File: config.mk
export PLATFORM = sky130hd
export DESIGN_NAME = addr_serial_seq
export DESIGN_NICKNAME = d
export VERILOG_FILES = /design/src/rtl/tpu_pkg.sv /design/src/rtl/addr_serial_seq.sv
export SDC_FILE = /design/constraint.sdc
export NUM_CORES = 1
export LEC_CHECK = 0
export CORE_MARGIN = 3
export CORE_UTILIZATION = 52
export DETAILED_ROUTE_END_ITERATION = 6
export PLACE_DENSITY = 0.81
export SLEW_MARGIN = 10
export SYNTH_ARGS = -nofsm -noshare
export SYNTH_HDL_FRONTEND = slang
export SYNTH_SLANG_ARGS = --single-unit
export TNS_END_PERCENT = 100
File: constraint.sdc
create_clock -name clk -period 2.7 [get_ports clk]
set_input_delay 0.54 -clock clk [delete_from_list [all_inputs] [get_ports clk]]
set_output_delay 0.54 -clock clk [all_outputs]
set_load 0.01 [all_outputs]
File: src/rtl/tpu_pkg.sv
// rtl/tpu_pkg.sv - shared constants and state type for the TPU SRAM address path
//
// Holds the serial number width, SRAM address width, the default final
// serial number and the address sequencer state enumeration.
package tpu_pkg;

  localparam int ADDR_SERIAL_NUM_WIDTH = 7;
  localparam int SRAM_ADDR_WIDTH       = 10;
  localparam int LAST_NUM              = 126;

  typedef enum logic [1:0] {
    IDLE  = 2'd0,
    RUN   = 2'd1,
    DRAIN = 2'd2
  } seq_state_e;

endpackage

File: src/rtl/addr_serial_seq.sv
// rtl/addr_serial_seq.sv - serial number sequencer feeding addr_sel
//
// Issues serial numbers 0..LAST_NUM, one per unstalled cycle, then waits
// DRAIN_CYCLES for SRAM read data to settle and pulses done for one cycle.
//
// Ports:
//   clk             rising-edge clock
//   rst_n           asynchronous active-low reset
//   start           begin a sequence (ignored while busy)
//   stall           hold the current serial number
//   abort           terminate the sequence at once, no done pulse
//   addr_serial_num serial number driven straight to addr_sel
//   valid           addr_serial_num is issued this cycle
//   busy            sequence in progress (RUN or DRAIN)
//   done            one-cycle completion pulse
module addr_serial_seq #(
  parameter int ADDR_SERIAL_NUM_WIDTH = tpu_pkg::ADDR_SERIAL_NUM_WIDTH,
  parameter int LAST_NUM              = tpu_pkg::LAST_NUM,
  parameter int DRAIN_CYCLES          = 2
) (
  input  logic                             clk,
  input  logic                             rst_n,
  input  logic                             start,
  input  logic                             stall,
  input  logic                             abort,
  output logic [ADDR_SERIAL_NUM_WIDTH-1:0] addr_serial_num,
  output logic                             valid,
  output logic                             busy,
  output logic                             done
);

  import tpu_pkg::*;

  // Drain counter only has to hold DRAIN_CYCLES-1.
  localparam int DRAIN_W = (DRAIN_CYCLES > 1) ? $clog2(DRAIN_CYCLES) : 1;

  localparam logic [ADDR_SERIAL_NUM_WIDTH-1:0] NUM_LAST   = ADDR_SERIAL_NUM_WIDTH'(LAST_NUM);
  localparam logic [ADDR_SERIAL_NUM_WIDTH-1:0] NUM_ONE    = ADDR_SERIAL_NUM_WIDTH'(1);
  localparam logic [DRAIN_W-1:0]               DRAIN_INIT = DRAIN_W'(DRAIN_CYCLES - 1);
  localparam logic [DRAIN_W-1:0]               DRAIN_ONE  = DRAIN_W'(1);

  seq_state_e         state;
  logic [DRAIN_W-1:0] drain_cnt;

  always_ff @(posedge clk or negedge rst_n) begin
    if (!rst_n) begin
      state           <= IDLE;
      addr_serial_num <= '0;
      drain_cnt       <= '0;
      done            <= 1'b0;
    end else begin
      done <= 1'b0;
      case (state)
        IDLE: begin
          // Also covers the done cycle, so back-to-back runs have no gap.
          if (start && !abort) begin
            state           <= RUN;
            addr_serial_num <= '0;
          end
        end
        RUN: begin
          // abort outranks stall; start is never looked at once busy.
          if (abort) begin
            state           <= IDLE;
            addr_serial_num <= '0;
          end else if (!stall) begin
            if (addr_serial_num == NUM_LAST) begin
              // Hold the last number so it never wraps past LAST_NUM.
              state     <= DRAIN;
              drain_cnt <= DRAIN_INIT;
            end else begin
              addr_serial_num <= addr_serial_num + NUM_ONE;
            end
          end
        end
        DRAIN: begin
          if (abort) begin
            state           <= IDLE;
            addr_serial_num <= '0;
          end else if (drain_cnt == '0) begin
            state           <= IDLE;
            addr_serial_num <= '0;
            done            <= 1'b1;
          end else begin
            drain_cnt <= drain_cnt - DRAIN_ONE;
          end
        end
        default: begin
          state           <= IDLE;
          addr_serial_num <= '0;
        end
      endcase
    end
  end

  // valid drops in the same cycle stall rises so downstream never sees a repeat.
  assign valid = (state == RUN) && !stall;
  assign busy  = (state == RUN) || (state == DRAIN);

endmodule

==> reports/results.ini <==
[sta]
rsz0062_at_grt=no
drv_slew=0
final_hold_viol_count=0
fmax_ghz=0.4362
finalCritPeriodShare_pct=84.91
clock_skew_ns=0.009285
fin_tns_setup_ns=0
fin_crit_ns=2.292
worstMarginPinSlew_ns=0.5118
finalSetupViolCount=0
slew_headroom_pct=65.77

[grt]
grt_max_degree=12
grt_overflow=0
grt_pass1_vias=575
grt_pass1_wl_microns=2532
grtUsageTotal_pct=18.36
antenna_found_initial=0

[routing]
num_vias=599
antenna_left=0
first_pass_iters=4
drc=0
via_per_inst=5.873
post_drt_wl_per_cell_microns=14.26
totalWireLength_microns=1455
drtIter0Drc=21

[cells_and_area]
antenna_cells=0
area_growth_pct=26.02
nNetsFinal=99
drive_above_1_share_pct=12.50
final_util_pct=75.11

[status]
outcome=completed

[clock_network]
cts_made_buffers=3
postCtsSetupRepairBufs=0
postCtsHoldBufs=0
cts_resized=0
clkSlewWorstSetupHoldPaths_ns=0.08
cts.sinks=11
cts_tree=built
htreeDepth=1
insertion_delay_ns=0.28
cts-root-to-sink-buffers=2
root_buffer=clkbuf_4

[worst_hold_path]
worstHoldPathType=reg -> reg

[floorplanning]
start_util_pct=59.60
floorplan.die.width_microns=42.87
die_h_microns=42.87
io_pins=15
core_sq_um=1186
dieArea_sq_um=1838
rows=12

[synth]
synth_seq_cells=11
seq_area_frac_synth_pct=38.94
synthCells=70
synth_edf_count=0
syn-num-nets=80
synth_cell_types=26
syn_area_sq_um=706.9
ys_top_cells_by_area=dfrtp_1 39%, ha_1 8.8%, a21oi_1 4.2%
yosys-top-cells-count=11 x dfrtp_1, 8 x nand2_1, 6 x a21oi_1
synth_ff_type=dfrtp_1
yosysMostFrequentCell=dfrtp_1
yosysTopAreaCellShare_pct=38.94
ys_async_sr_fraction_pct=100.0
synth.largest_area_cell=dfrtp_1
ys_warn_count=0
synth_area_per_cell_sq_um=10.10

[worst_setup_path]
crit_chain=inv_1 -> ha_1 -> nor2b_1 -> clkdlybuf4s50_1
end_kind=output port
path_buf_inv=2
critPathArrivalTime_ns=1.75
crit_family=buffers and inverters
start_kind=register
cpPeakStageDelay_ns=0.54
worstPathMaxFanout=5
slowest_stage=clkdlybuf4s50_1
worst-setup-path-type=reg -> out
required_ns=2.16

[power]
p_clk_share_pct=18.6
leakagePower_nw=0.4001
total_power_w=0.0006227
combPwrFrac_pct=47.2
intPower_w=0.0003903
power_switching_w=0.0002323
p_per_area_nw_per_um2=699.0
vdd_drop_max_mv=0.4123
pwr-share-seq_pct=34.2
swShare_pct=37.31

[placement]
gp_congestion=0.7702
io_buffers=14
dpl.hpwl_microns=1125

[job]
maxCapViolations=0

## worst register-to-register path, cell delays in order (launching register included)
cell and delay, ns:
dfrtp_1 0.43, inv_1 0.08, ha_1 0.17, nand2_1 0.13, nor3_2 0.39, o21ai_2 0.13, mux2_4 0.30
## power by group through the flow
stage | logic [W] | clock network, W | registers (W)
global placement | 0.000287 | 0 | 0.000214
finish | 0.000294 | 0.000116 | 0.000213
CTS | 0.000295 | 0.000117 | 0.000213
detailed placement | 0.000293 | 0 | 0.000216
floorplan | 0.000192 | 0 | 0.000218
global route | 0.000321 | 0.000125 | 0.000217
## stage by stage
| stage | area (sq um) | hold slack (ns) | cells | worst slack (ns) |
|---|---|---|---|---|
| 3_5_place_dp | 864.6 | 0.5251 | 98 | 0.4635 |
| 3_3_place_gp | 864.6 | 0.5221 | 98 | 0.4724 |
| 2_1_floorplan | 706.9 | 0.2444 | 70 | 1.098 |
| 4_1_cts | 890.9 | 0.5361 | 102 | 0.3948 |
| 5_1_grt | 890.9 | 0.5650 | 102 | 0.3032 |
| 6_report | 890.9 | 0.5308 | 102 | 0.4076 |
## state kept, by name, indices dropped and copies added, names as in the netlist
name / flops
addr_serial_num: 7
done: 1
drain_cnt: 1
state: 2
## placed cells by master, fill, tap and decap left out, types with 2 or more instances in the layout
cell type,n
nand2_1,8
inv_1,4
nor2b_1,2
clkbuf_4,3
dfrtp_1,11
a21oi_1,6
nor2_1,5
o22a_1,3
nor3_1,2
o21ai_0,2
ha_1,5
nand2b_1,4
nand3_1,3
clkdlybuf4s50_1,14
a21o_1,2
## final timing paths
kind	depth (start not counted)	start	end	slack [ns]
worst max-delay path	4	state[1]$_DFFE_PN0P_	valid	0.41
worst min-delay path	1	drain_cnt$_DFFE_PN0P_	done$_DFF_PN0_	0.53
worst max register to register	6	addr_serial_num[0]$_DFFE_PN0P_	state[0]$_DFFE_PN0P_	0.95
worst min register to register	1	drain_cnt$_DFFE_PN0P_	done$_DFF_PN0_	0.53
max in group asynchronous	1	rst_n	state[1]$_DFFE_PN0P_	1.75
min in group asynchronous	1	rst_n	drain_cnt$_DFFE_PN0P_	0.60
## area by class of cell
class                           count  area, sq um
Timing Repair Buffer               14        140.1
Inverter                            4        15.01
Sequential cell                    11        275.3
Tap cell                           14        17.52
Fill cell                          86        295.3
Multi-Input combinational cell     55        416.7
Clock buffer                        4        26.28
## routing by layer
layer  vias up  GRT usage [%]  share of wire (%)
met5         -              0                  0
met4         0          7.453                1.1
met3         4          7.203                7.0
met2        26          29.64                 51
met1       282          21.41                 41
li1        287              -                  -
## logic make-up after synthesis
| logic type | synth area share, % |
|---|---|
| AOI/OAI and AO/OA | 27.08 |
| adders and majority gates | 8.850 |
| buffers and inverters | 2.123 |
| DFF | 38.94 |
| muxes | 2.123 |
| and+or+nand+nor | 20.89 |
No activity file was read; power rests on OpenSTA's default activity.
